[src/rtl/spi_adc_responder.sv]
// spi_adc_responder
//   SPI mode-0 responder that stands in for an ADC. Samples queued on a
//   valid/ready port are held in a small FIFO. They are sent MSB-first on miso,
//   one word per cs_n frame. cs_n and sck are oversampled on clk; they are
//   never used as clocks.
//
//   Optional feature macro: SPI_RESP_PARITY_EN
//     When defined, each frame carries one extra bit after the data LSB.
//     That bit makes the sent word even parity.
//
// Ports
//   clk          system clock, rising edge
//   reset        asynchronous reset, active low
//   sample_data  parallel sample to queue
//   sample_valid sample_data is valid
//   sample_ready FIFO not full (registered); push = sample_valid & sample_ready
//   cs_n, sck    SPI select and clock from the master (asynchronous inputs)
//   miso         serial data to the master
//   miso_oe      high while a frame is selected (pad tristate control)
//   frame_done   1-cycle pulse: all frame bits delivered
//   frame_abort  1-cycle pulse: cs_n released before frame_done
//   underrun     1-cycle pulse: frame started with the FIFO empty
//   fifo_level   number of entries held
module spi_adc_responder #(
  parameter int unsigned          DATA_W     = 16,
  parameter int unsigned          FIFO_DEPTH = 4,
  parameter logic [DATA_W-1:0]    IDLE_WORD  = '0
) (
  input  logic                            clk,
  input  logic                            reset,
  input  logic [DATA_W-1:0]               sample_data,
  input  logic                            sample_valid,
  output logic                            sample_ready,
  input  logic                            cs_n,
  input  logic                            sck,
  output logic                            miso,
  output logic                            miso_oe,
  output logic                            frame_done,
  output logic                            frame_abort,
  output logic                            underrun,
  output logic [$clog2(FIFO_DEPTH):0]     fifo_level
);

  localparam int unsigned AW = $clog2(FIFO_DEPTH);
  localparam int unsigned LW = AW + 1;
`ifdef SPI_RESP_PARITY_EN
  localparam int unsigned FRAME_W = DATA_W + 1;
`else
  localparam int unsigned FRAME_W = DATA_W;
`endif
  localparam int unsigned CW = $clog2(FRAME_W + 1);

  typedef enum logic [1:0] {S_IDLE, S_LOAD, S_SHIFT, S_DONE} state_t;

  state_t state, state_next;

  // Two synchronizer flops, then one edge-detect flop, per SPI input.
  logic cs_s1, cs_s2, cs_d;
  logic sck_s1, sck_s2, sck_d;

  always_ff @(posedge clk or negedge reset) begin
    if (!reset) begin
      cs_s1  <= 1'b1;
      cs_s2  <= 1'b1;
      cs_d   <= 1'b1;
      sck_s1 <= 1'b0;
      sck_s2 <= 1'b0;
      sck_d  <= 1'b0;
    end else begin
      cs_s1  <= cs_n;
      cs_s2  <= cs_s1;
      cs_d   <= cs_s2;
      sck_s1 <= sck;
      sck_s2 <= sck_s1;
      sck_d  <= sck_s2;
    end
  end

  logic cs_fall, cs_rise, sck_rise, sck_fall;
  assign cs_fall  =  cs_d  & ~cs_s2;
  assign cs_rise  = ~cs_d  &  cs_s2;
  assign sck_rise = ~sck_d &  sck_s2;
  assign sck_fall =  sck_d & ~sck_s2;

  logic [DATA_W-1:0] mem [FIFO_DEPTH];
  logic [AW-1:0]     wr_ptr, rd_ptr;
  logic [LW-1:0]     level_next;
  logic              push, pop, fifo_empty;

  logic [DATA_W-1:0] shreg, last_word;
  logic [CW-1:0]     bit_cnt;
`ifdef SPI_RESP_PARITY_EN
  logic              par_bit;
`endif

  logic do_load, do_shift, cnt_inc, frame_end, abort;

  assign fifo_empty = (fifo_level == '0);
  assign push       = sample_valid & sample_ready;
  assign pop        = do_load & ~fifo_empty;

  always_ff @(posedge clk or negedge reset) begin
    if (!reset) state <= S_IDLE;
    else        state <= state_next;
  end

  always_comb begin
    state_next = state;
    do_load    = 1'b0;
    do_shift   = 1'b0;
    cnt_inc    = 1'b0;
    frame_end  = 1'b0;
    abort      = 1'b0;
    miso       = 1'b0;
    miso_oe    = 1'b0;
    unique case (state)
      S_IDLE: begin
        if (cs_fall) state_next = S_LOAD;
      end
      S_LOAD: begin
        do_load    = 1'b1;
        state_next = S_SHIFT;
      end
      S_SHIFT: begin
        miso_oe = 1'b1;
        miso    = shreg[DATA_W-1];
`ifdef SPI_RESP_PARITY_EN
        // Once every data bit has been sampled, the parity bit drives the line.
        if (bit_cnt == CW'(DATA_W)) miso = par_bit;
`endif
        if (cs_rise) begin
          abort      = 1'b1;
          state_next = S_IDLE;
        end else begin
          if (sck_rise) begin
            cnt_inc = 1'b1;
            if (bit_cnt == CW'(FRAME_W - 1)) begin
              frame_end  = 1'b1;
              state_next = S_DONE;
            end
          end
          if (sck_fall) do_shift = 1'b1;
        end
      end
      S_DONE: begin
        miso_oe = 1'b1;
        if (cs_rise) state_next = S_IDLE;
      end
      default: state_next = S_IDLE;
    endcase
  end

  always_comb begin
    level_next = fifo_level;
    unique case ({push, pop})
      2'b10:   level_next = fifo_level + LW'(1);
      2'b01:   level_next = fifo_level - LW'(1);
      default: level_next = fifo_level;
    endcase
  end

  // The storage array has no reset; the pointers and the level define its contents.
  always_ff @(posedge clk) begin
    if (push) mem[wr_ptr] <= sample_data;
  end

  always_ff @(posedge clk or negedge reset) begin
    if (!reset) begin
      wr_ptr       <= '0;
      rd_ptr       <= '0;
      fifo_level   <= '0;
      sample_ready <= 1'b1;
      shreg        <= '0;
      last_word    <= IDLE_WORD;
      bit_cnt      <= '0;
      frame_done   <= 1'b0;
      frame_abort  <= 1'b0;
      underrun     <= 1'b0;
`ifdef SPI_RESP_PARITY_EN
      par_bit      <= 1'b0;
`endif
    end else begin
      fifo_level   <= level_next;
      // ready follows the next level, so a pop does not free a slot until the following cycle
      sample_ready <= (level_next != LW'(FIFO_DEPTH));
      frame_done   <= frame_end;
      frame_abort  <= abort;
      underrun     <= do_load & fifo_empty;
      if (push) wr_ptr <= wr_ptr + AW'(1);
      if (pop)  rd_ptr <= rd_ptr + AW'(1);

      if (do_load) begin
        bit_cnt <= '0;
        if (pop) begin
          shreg     <= mem[rd_ptr];
          last_word <= mem[rd_ptr];
`ifdef SPI_RESP_PARITY_EN
          par_bit   <= ^mem[rd_ptr];
`endif
        end else begin
          shreg     <= last_word;
`ifdef SPI_RESP_PARITY_EN
          par_bit   <= ^last_word;
`endif
        end
      end else begin
        if (cnt_inc)  bit_cnt <= bit_cnt + CW'(1);
        if (do_shift) shreg   <= {shreg[DATA_W-2:0], 1'b0};
      end
    end
  end

endmodule

[config.mk]
export PLATFORM = sky130hd
export DESIGN_NAME = spi_adc_responder
export DESIGN_NICKNAME = d
export VERILOG_FILES = /design/src/rtl/spi_adc_responder.sv
export SDC_FILE = /design/constraint.sdc
export NUM_CORES = 1
export LEC_CHECK = 0
export BUFFER_PORTS_ARGS = -buffer_cell sky130_fd_sc_hd__buf_2
export CORE_MARGIN = 1
export CORE_UTILIZATION = 54
export CTS_CLUSTER_DIAMETER = 30
export DETAILED_ROUTE_END_ITERATION = 8
export PLACE_DENSITY = 0.84
export SLEW_MARGIN = 0
export SYNTH_ARGS = -nofsm -noshare
export SYNTH_HDL_FRONTEND = slang
export SYNTH_SLANG_ARGS = --single-unit
[constraint.sdc]
create_clock -name clk -period 2.4 [get_ports clk]
set_clock_uncertainty 0.1 [all_clocks]
set_input_delay 0.12 -clock clk [delete_from_list [all_inputs] [get_ports clk]]
set_output_delay 0.12 -clock clk [all_outputs]
set_load 0.01 [all_outputs]
-- Word-level counts from Yosys, hierarchy flattened
Memories as Yosys holds them, arrays and structs flattened.
Cells that the tools add are included.
- word-level logic and storage cells: 81
- bits in writable memories: 64
- register bits: 56
- output and inout port bits: 9
- bits in latches: 0
- ROM bits: 0
- memories: 1
- div/mod/pow operators: 0
- $lt $le $gt $ge: 0
- shift operators: 0
- reductions and logical operators: 6
- bitwise logic cells: 12
- $mul: 0
- eq/ne operators: 11
- add/subtract/negate cells: 5
- multiplexer cells: 29
- memories (memory ; words ; width ; read ports ; clocked after Yosys merged registers in ; write ports ; line ; text):
    mem ; 4 ; 16 ; 1 ; 0 ; 1 ; 85 ; logic [DATA_W-1:0] mem [FIFO_DEPTH];
- operator list (cell ; count):
    16-bit 2-to-1 mux ; 3
    1-bit 2-to-1 mux ; 17
    2-bit 2-to-1 mux ; 5
    5-bit 2-to-1 mux ; 2
    3-bit != test, second input constant ; 3
    2-bit case mux with 4 select lines ; 1
    1-bit bitwise AND ; 7
    2-bit equality test, second input constant ; 3
    3-bit case mux with 2 select lines ; 1
    5-bit by 1-bit adder with 5-bit output, second input constant ; 1
    5-bit by 4-bit equality test with 1-bit output, second input constant ; 1
    1-bit inverter ; 5
    2-bit by 1-bit adder with 2-bit output, second input constant ; 2
    2-bit by 1-bit equality test with 1-bit output, second input constant ; 2
    2-bit != test, second input constant ; 2
    4-bit AND reduction ; 1
    2-bit nonzero test ; 2
    3-bit by 1-bit adder with 3-bit output, second input constant ; 1
    3-bit logical NOT ; 1
    3-bit by 1-bit subtractor with 3-bit output, second input constant ; 1
    2-bit logical NOT ; 1
    2-bit OR reduction ; 1

-- Logic depth before layout (Yosys ltp)
Gate-level depths: netlist (run 1).
- depth after elaboration: 7
- depth in mapped cells: 11

-- Worst setup path before layout (run 1)
OpenSTA, ideal clock, no wires.
- kind: register -> register
- start point: register fifo_level[0]
- end point: register sample_ready
- arrival time: 2151 ps
- clock period less this slack: 2311 ps
- cell stages (with the launch flop): 11
- library setup time: 60 ps
- path slack: 89 ps
- required time: 2240 ps
- cell sequence: dfrtp_1 > or3_1 > buf_2 > nand2_1 > inv_1 > ha_1 > inv_1 > fa_1 > mux2i_1 > nor2_1 > nand2_1
- cells in the longest elaborated chain, start to end: 6
- ends and longest elaborated chain (element ; line ; text):
    from (decl) ; 41 ; output logic [$clog2(FIFO_DEPTH):0] fifo_level
    from (signal assigned) ; 183 ; fifo_level <= level_next;
    3-bit logical NOT (*) ; 98 ; assign fifo_empty = (fifo_level == '0);
    1-bit inverter (*) ; 100 ; assign pop = do_load & ~fifo_empty;
    1-bit bitwise AND (*) ; 100 ;
    via pop ; 88 ; logic push, pop, fifo_empty;
    2-bit by 1-bit equality test with 1-bit output or 2-bit equality test (tied branches) ; 155 ; unique case ({push, pop})
    3-bit case mux with 2 select lines (*) ; 155 ;
    via level_next[1] ; 87 ; logic [LW-1:0] level_next;
    3-bit != test (*) ; 185 ; sample_ready <= (level_next != LW'(FIFO_DEPTH));
    to (signal assigned) ; 185 ;
    to (decl) ; 33 ; output logic sample_ready,
Mark *: on every way through the listed nets, which the timed path passes. The rest lies on a longest branch.
A chain may end at the register's enable or synchronous reset.

-- Worst setup path after layout (run 1)
Same ends and word-level chain as after synthesis.

==> qor.csv, run 1 <==
metric,value,unit
setup tns final,0,ns
Worst Path Max Fanout,4,
GR Overflow Total,0,
core area,8721,um^2
worst flop-to-flop path startpoint,fifo_level[0]$_DFF_PN0_,
top post-synthesis cells by area,"edfxtp_1 39%, dfrtp_1 27%, mux4_2 5.1%",
Slew Limit Headroom,0.6175,
CTS Buf Count,17,
Startpoint Class,flip-flop,
Yosys top cell by area,edfxtp_1,
Leak Pwr,2.524,nW
R2R setup slack,0.25,ns
total power,7.453,mW
RSZ-0062 raised after global routing,no,
TritonCTS clock tree,built,
CP Capture Type,flip-flop,
Worst Max-Slew Pin Slew,0.5737,ns
Max VDD drop,691.3,uV
FP Rows,34,
DPL Wire Length,5294,um
Worst EP required,2.75,ns
Synth Net Count,329,
initial drt markers,263,
"EDFF count, synth",64,
DRT Pass-1 Iters,4,
input/output buffers,29,
fin crit share,0.8973,
"Cell Count, Final, Fillers Out",486,
placed instance count,435,
Post-Syn Area,4875,um^2
Cells after Synth,300,
TritonCTS sink count,120,
Syn Area/Cell,16.25,um^2
Hold Path Class,primary input to asynchronous set/reset pin,
die area,9411,um^2
H-tree levels,4,
outcome,completed,
Clock Power Share,0.309,
register area share after synthesis,0.6828,
library cells used by synthesis,39,
fin util,0.6808,
vias,2809,
Yosys top cell area share,0.3943,
Final ANT Viol Nets,0,
pwr/cell area,1255,nW/um^2
Max Root-Sink Buffers,2,
first-pass GRT wire length,15480,um
Die W,97.01,um
sw frac,0.3091,
clock-pin slew of the registers on the worst-case setup and hold paths,0.06,ns
GRT Total Usage,0.2206,
Layout area overhead,21.79,%
Reg2Reg Depth,9,
Worst Setup Path Type,flip-flop to flip-flop,
final wirelength,9266,um
most common library cell in the layout ignoring fill and taps,edfxtp_1,
FMAX,464.3,MHz
Final GP Congestion,0.7915,
number of synthesis warnings,0,
Max-Cap Viols,0,
most frequent cells in the layout,"64 x edfxtp_1, 52 x dfrtp_1, 29 x buf_2, 24 x nor2_1, 20 x dlygate4sd3_1",
Initial Utilization,0.5590,
share of layout cells above drive strength 1,0.2725,
final setup fails,0,
post-CTS resize count,0,
pin count of the biggest net entering global routing,57,
nets,395,
Synth async-reset ratio,0.4667,
Synth Flop Type,edfxtp_1,
DRC,0,
Net Switching,2.304,mW
wire per inst,19.07,um
#FFs+latches synth,120,
Diodes inserted,0,
vias in the first global route,3039,
final hold vios,0,
combinational share of power,0.274,
reg-to-reg endpoint,sample_ready$_DFF_PN1_,
cell-internal power,5.149,mW
CTS root buf,clkbuf_8,
Ports,30,
sequential share of power,0.417,
Vias/cell,5.780,
initial antenna violation count,0,
Worst Path Arrival,2.51,ns
die height,97.01,um
clk_lat worst skew,0.51,ns
min cycle time layout,2.154,ns
fin. max-slew vios,0,
cell families after synthesis:
family / Yosys count / synth area share
AO/OA/AOI/OAI: 54 / 0.09292
flip-flops: 120 / 0.6828
multiplexers: 19 / 0.08419
adder cells (fa/ha/maj): 8 / 0.02207
XOR/XNOR: 9 / 0.01617
buffers and inverters: 24 / 0.02669
AND/OR/NAND/NOR: 66 / 0.07521
synthesized netlist by cell type (2+ instances only):
library cell,count
edfxtp_1,64
dfrtp_1,52
nor2_1,24
and3_1,19
a21o_1,17
a21oi_1,17
mux4_2,11
a221oi_2,9
inv_1,8
buf_2,7
ha_1,7
a221oi_1,6
xnor2_1,6
clkbuf_1,5
mux4_1,5
nand2_1,5
dfstp_2,4
nand2b_1,4
nor2b_1,4
xor2_1,3
and2_1,2
and3_4,2
buf_4,2
mux2i_1,2
repair_timing:
| action | CTS | global route |
|---|---|---|
| buffers inserted | 0 | 0 |
| hold endpoints to repair | 124 | 0 |
| hold buffers | 20 | 0 |
routing by layer:
layer | vias up | wire length (um) | share of wire | track usage
met5 | - | 0 | 0 | 0
met4 | 0 | 117 | 0.013 | 0.07692
met3 | 11 | 282 | 0.030 | 0.06792
met2 | 71 | 4872 | 0.53 | 0.3797
met1 | 1448 | 3993 | 0.43 | 0.2630
li1 | 1279 | - | - | -
registers in the layout, indices dropped and copies added, names as in the netlist:
register and cells:
fifo_level 3, wr_ptr 2, sck_s1 1, cs_s1 1, cs_s2 1, bit_cnt 5
underrun 1, last_word 16, frame_done 1, sample_ready 1, sck_d 1, shreg 16
sck_s2 1, cs_d 1, mem 64, frame_abort 1, state 2, rd_ptr 2
final cells by class:
cell class	instances	area (um^2)
clock inverters	14	126.4
clock buffers	17	414.1
repair buffers	63	475.5
multi-input cells	156	1428
inverters	8	30.03
flip-flops and latches	120	3328
fillers	533	2784
well taps	108	135.1
how the worst max path moves through the flow:
stage	cells after the start	slack [ns]	end	start
2_1_floorplan	10	0.09	sample_ready$_DFF_PN1_	fifo_level[0]$_DFF_PN0_
3_3_place_gp	10	0.36	sample_ready$_DFF_PN1_	state[0]$_DFFE_PN0P_
3_5_place_dp	9	0.30	sample_ready$_DFF_PN1_	fifo_level[0]$_DFF_PN0_
4_1_cts	9	0.29	sample_ready$_DFF_PN1_	fifo_level[0]$_DFF_PN0_
5_1_grt	10	0.06	sample_ready$_DFF_PN1_	state[0]$_DFFE_PN0P_
6_report	9	0.25	sample_ready$_DFF_PN1_	fifo_level[0]$_DFF_PN0_
critical path, cell delays in order, from the launching register on:
cell and delay (ns):
dfrtp_1 0.41, or3_1 0.41, nand2_1 0.10, inv_1 0.06
ha_1 0.20, inv_1 0.07, fa_1 0.42, mux2i_1 0.18
nor2_1 0.08, nand2_1 0.07
per-stage QoR:
stage | cell area, um^2 | worst slack [ns] | hold slack, ns
6_report | 5937 | 0.2464 | 0.04367
4_1_cts | 5937 | 0.2869 | 0.04761
3_5_place_dp | 5196 | 0.2997 | 0.04267
3_3_place_gp | 5196 | 0.3552 | 0.04069
5_1_grt | 5937 | 0.05950 | 0.07430
2_1_floorplan | 4875 | 0.08894 | -0.2756
power by group through the flow:
stage	Combinational (mW)	Clock (mW)	Sequential, mW
finish	2.05	2.30	3.11
global route	2.24	2.41	3.16
CTS	2.05	2.32	3.10
detailed placement	2.00	0	3.12
global placement	1.92	0	3.08
floorplan	1.51	0	3.05
Note: power is estimated with default switching activity, not from simulation.
==> inputs of run 2 (changes only) <==
--- a/config.mk
+++ b/config.mk
@@ -5,12 +5,15 @@
 export SDC_FILE = /design/constraint.sdc
 export NUM_CORES = 1
 export LEC_CHECK = 0
+export ABC_CLOCK_PERIOD_IN_PS = 2400
 export BUFFER_PORTS_ARGS = -buffer_cell sky130_fd_sc_hd__buf_2
 export CORE_MARGIN = 1
 export CORE_UTILIZATION = 54
+export CTS_BUF_LIST = sky130_fd_sc_hd__clkbuf_4 sky130_fd_sc_hd__clkbuf_8 sky130_fd_sc_hd__clkbuf_16
 export CTS_CLUSTER_DIAMETER = 30
 export DETAILED_ROUTE_END_ITERATION = 8
 export PLACE_DENSITY = 0.84
+export RECOVER_POWER = 25
 export SLEW_MARGIN = 0
 export SYNTH_ARGS = -nofsm -noshare
 export SYNTH_HDL_FRONTEND = slang
==> run 2 against run 1 <==
Register-to-register slack better by 0.03 ns. Worst setup slack better by 0.029 ns. Sequential power hardly changed. Sequential cell count stayed put. First-iteration DRC count is 15% lower. Clock-buffer cell count stayed put. Critical path depth stayed put. Critical endpoint unchanged.
==> qor.csv, run 2 (synthesized netlist as in run 1, its figures left out) <==
metric,value,unit,change
fin util,0.6788,,-0.002009
final setup fails,0,,unchanged
global routing's busiest layer,met2,,
Slew Limit Headroom,0.08251,,-0.5350
placed instance count,435,,unchanged
Diodes inserted,0,,unchanged
nets,395,,unchanged
outcome,completed,,
first-pass GRT wire length,15480,um,unchanged
Max Root-Sink Buffers,2,,unchanged
core area,8721,um^2,unchanged
CTS root buf,clkbuf_8,,
Worst EP required,2.75,ns,about the same
share of layout cells above drive strength 1,0.2672,,-0.005291
"Cell Count, Final, Fillers Out",486,,unchanged
fin crit share,0.8854,,-0.01198
Worst Path Arrival,2.48,ns,-0.03 ns
R2R setup slack,0.28,ns,+0.03 ns
post-CTS setup buffer count,0,,unchanged
Final ANT Viol Nets,0,,unchanged
fin. max-slew vios,0,,unchanged
die height,97.01,um,unchanged
most frequent cells in the layout,"64 x edfxtp_1, 52 x dfrtp_1, 27 x buf_2, 24 x nor2_1, 20 x dlygate4sd3_1",,
vias in the first global route,3039,,unchanged
Worst Setup Path Type,flip-flop to flip-flop,,
H-tree levels,4,,unchanged
"delay-heaviest family, CP",simple AND/OR/NAND/NOR gates,,
initial drt markers,223,,-15%
initial antenna violation count,0,,unchanged
Hold Path Class,primary input to flip-flop,,
Ports,30,,unchanged
setup tns final,0,ns,unchanged
Vias/cell,5.786,,+0.11%
input/output buffers,29,,unchanged
most flop-heavy register,mem,,
die area,9411,um^2,unchanged
CTS Buf Count,17,,unchanged
CP Capture Type,flip-flop,,
pwr/cell area,1257,nW/um^2,+0.13%
FILL cells,537,,+0.75%
DRC,0,,unchanged
Global Route met2 Usage,0.3797,,unchanged
wire per inst,19.10,um,+0.18%
Critical-path top delay cell,dfrtp_1,,
pin count of the biggest net entering global routing,57,,unchanged
Max-Cap Viols,0,,unchanged
Worst Path Max Fanout,4,,unchanged
critical path's largest stage delay,0.41,ns,about the same
max FFs per register,64,,unchanged
Max VDD drop,688.5,uV,-0.42%
TritonCTS sink count,120,,unchanged
DRT Pass-1 Iters,4,,unchanged
Startpoint Class,flip-flop,,
DPL Wire Length,5294,um,unchanged
final wirelength,9283,um,+0.18%
FMAX,470.6,MHz,+1.4%
Initial Utilization,0.5590,,unchanged
M1 GR Usage,0.2630,,unchanged
vias,2812,,+0.11%
Worst Max-Slew Pin Slew,1.376,ns,+0.8025 ns
clk_lat worst skew,0.51,ns,about the same
Final GP Congestion,0.7915,,unchanged
RSZ-0062 raised after global routing,no,,
GRT Total Usage,0.2206,,unchanged
Leak Pwr,2.513,nW,-0.43%
most common library cell in the layout ignoring fill and taps,edfxtp_1,,
min cycle time layout,2.125,ns,-0.02874 ns
CP Buf/Inv Count,2,,unchanged
Die W,97.01,um,unchanged
met3 Usage GRT,0.06792,,unchanged
clock-pin slew of the registers on the worst-case setup and hold paths,0.06,ns,about the same
crit path cell chain,"or3_1, nand2_1, inv_1, ha_1, inv_1, fa_1, mux2i_1, nor2_1, nand2_1",,
GR Overflow Total,0,,unchanged
FP Rows,34,,unchanged
final hold vios,0,,unchanged
TritonCTS clock tree,built,,
Top Registers,"mem: 64 flops, last_word: 16 flops, shreg: 16 flops",,
Layout area overhead,21.43,%,
[run 2: cell types whose count changed in the layout (fill, tap and decap cells not counted)]
cell,change
buf_2,-2
buf_12,-1
clkbuf_1,+2
clkbuf_2,+1
[run 2: layer usage]
layer	share of wire	routed length, um	vias to the layer above
met3	0.032	298	8
met5	0	0	-
li1	-	-	1280
met2	0.52	4863	73
met4	0.010	94	0
met1	0.43	4027	1451
[run 2: path summary, 6_finish.rpt]
path | to | from | depth (start not counted)
worst max-delay path | sample_ready$_DFF_PN1_ | fifo_level[0]$_DFF_PN0_ | 9
worst min-delay path | cs_s1$_DFF_PN1_ | cs_n | 2
worst max register to register | sample_ready$_DFF_PN1_ | fifo_level[0]$_DFF_PN0_ | 9
worst min register to register | cs_s2$_DFF_PN1_ | cs_s1$_DFF_PN1_ | 0
max in group asynchronous | last_word[4]$_DFFE_PN0N_ | reset | 3
min in group asynchronous | frame_done$_DFF_PN0_ | reset | 3
[run 2: through the flow]
step	total power, mW	setup WS, ns	cell area [um^2]	hold slack, ns
CTS	7.471	0.2869	5937	0.04761
floorplan	4.559	0.08894	4875	-0.2756
global route	7.816	0.05950	5919	0.1527
detailed placement	5.120	0.2997	5196	0.04267
global placement	5.001	0.3552	5196	0.04069
finish	7.441	0.2752	5919	0.1624
[run 2: area by class of cell]
type	count	area [um^2]	area share
tap	108	135.1	0.02283
multi-input combinational	156	1428	0.2412
clock buffer	17	414.1	0.06996
timing repair buffer	63	457.9	0.07736
sequential	120	3328	0.5622
clock inverter	14	126.4	0.02135
inverter	8	30.03	0.005073
[run 2: power by group]
group / internal (mW) / leakage (nW) / switching [mW]
clock: 1.37 / 0.267 / 0.924
combinational: 0.992 / 0.995 / 1.04
sequential: 2.78 / 1.25 / 0.329
[run 2: what timing repair did]
item	4_1_cts	5_1_grt
hold buffers	20	0
gates resized for setup	0	0
hold endpoints to repair	124	0
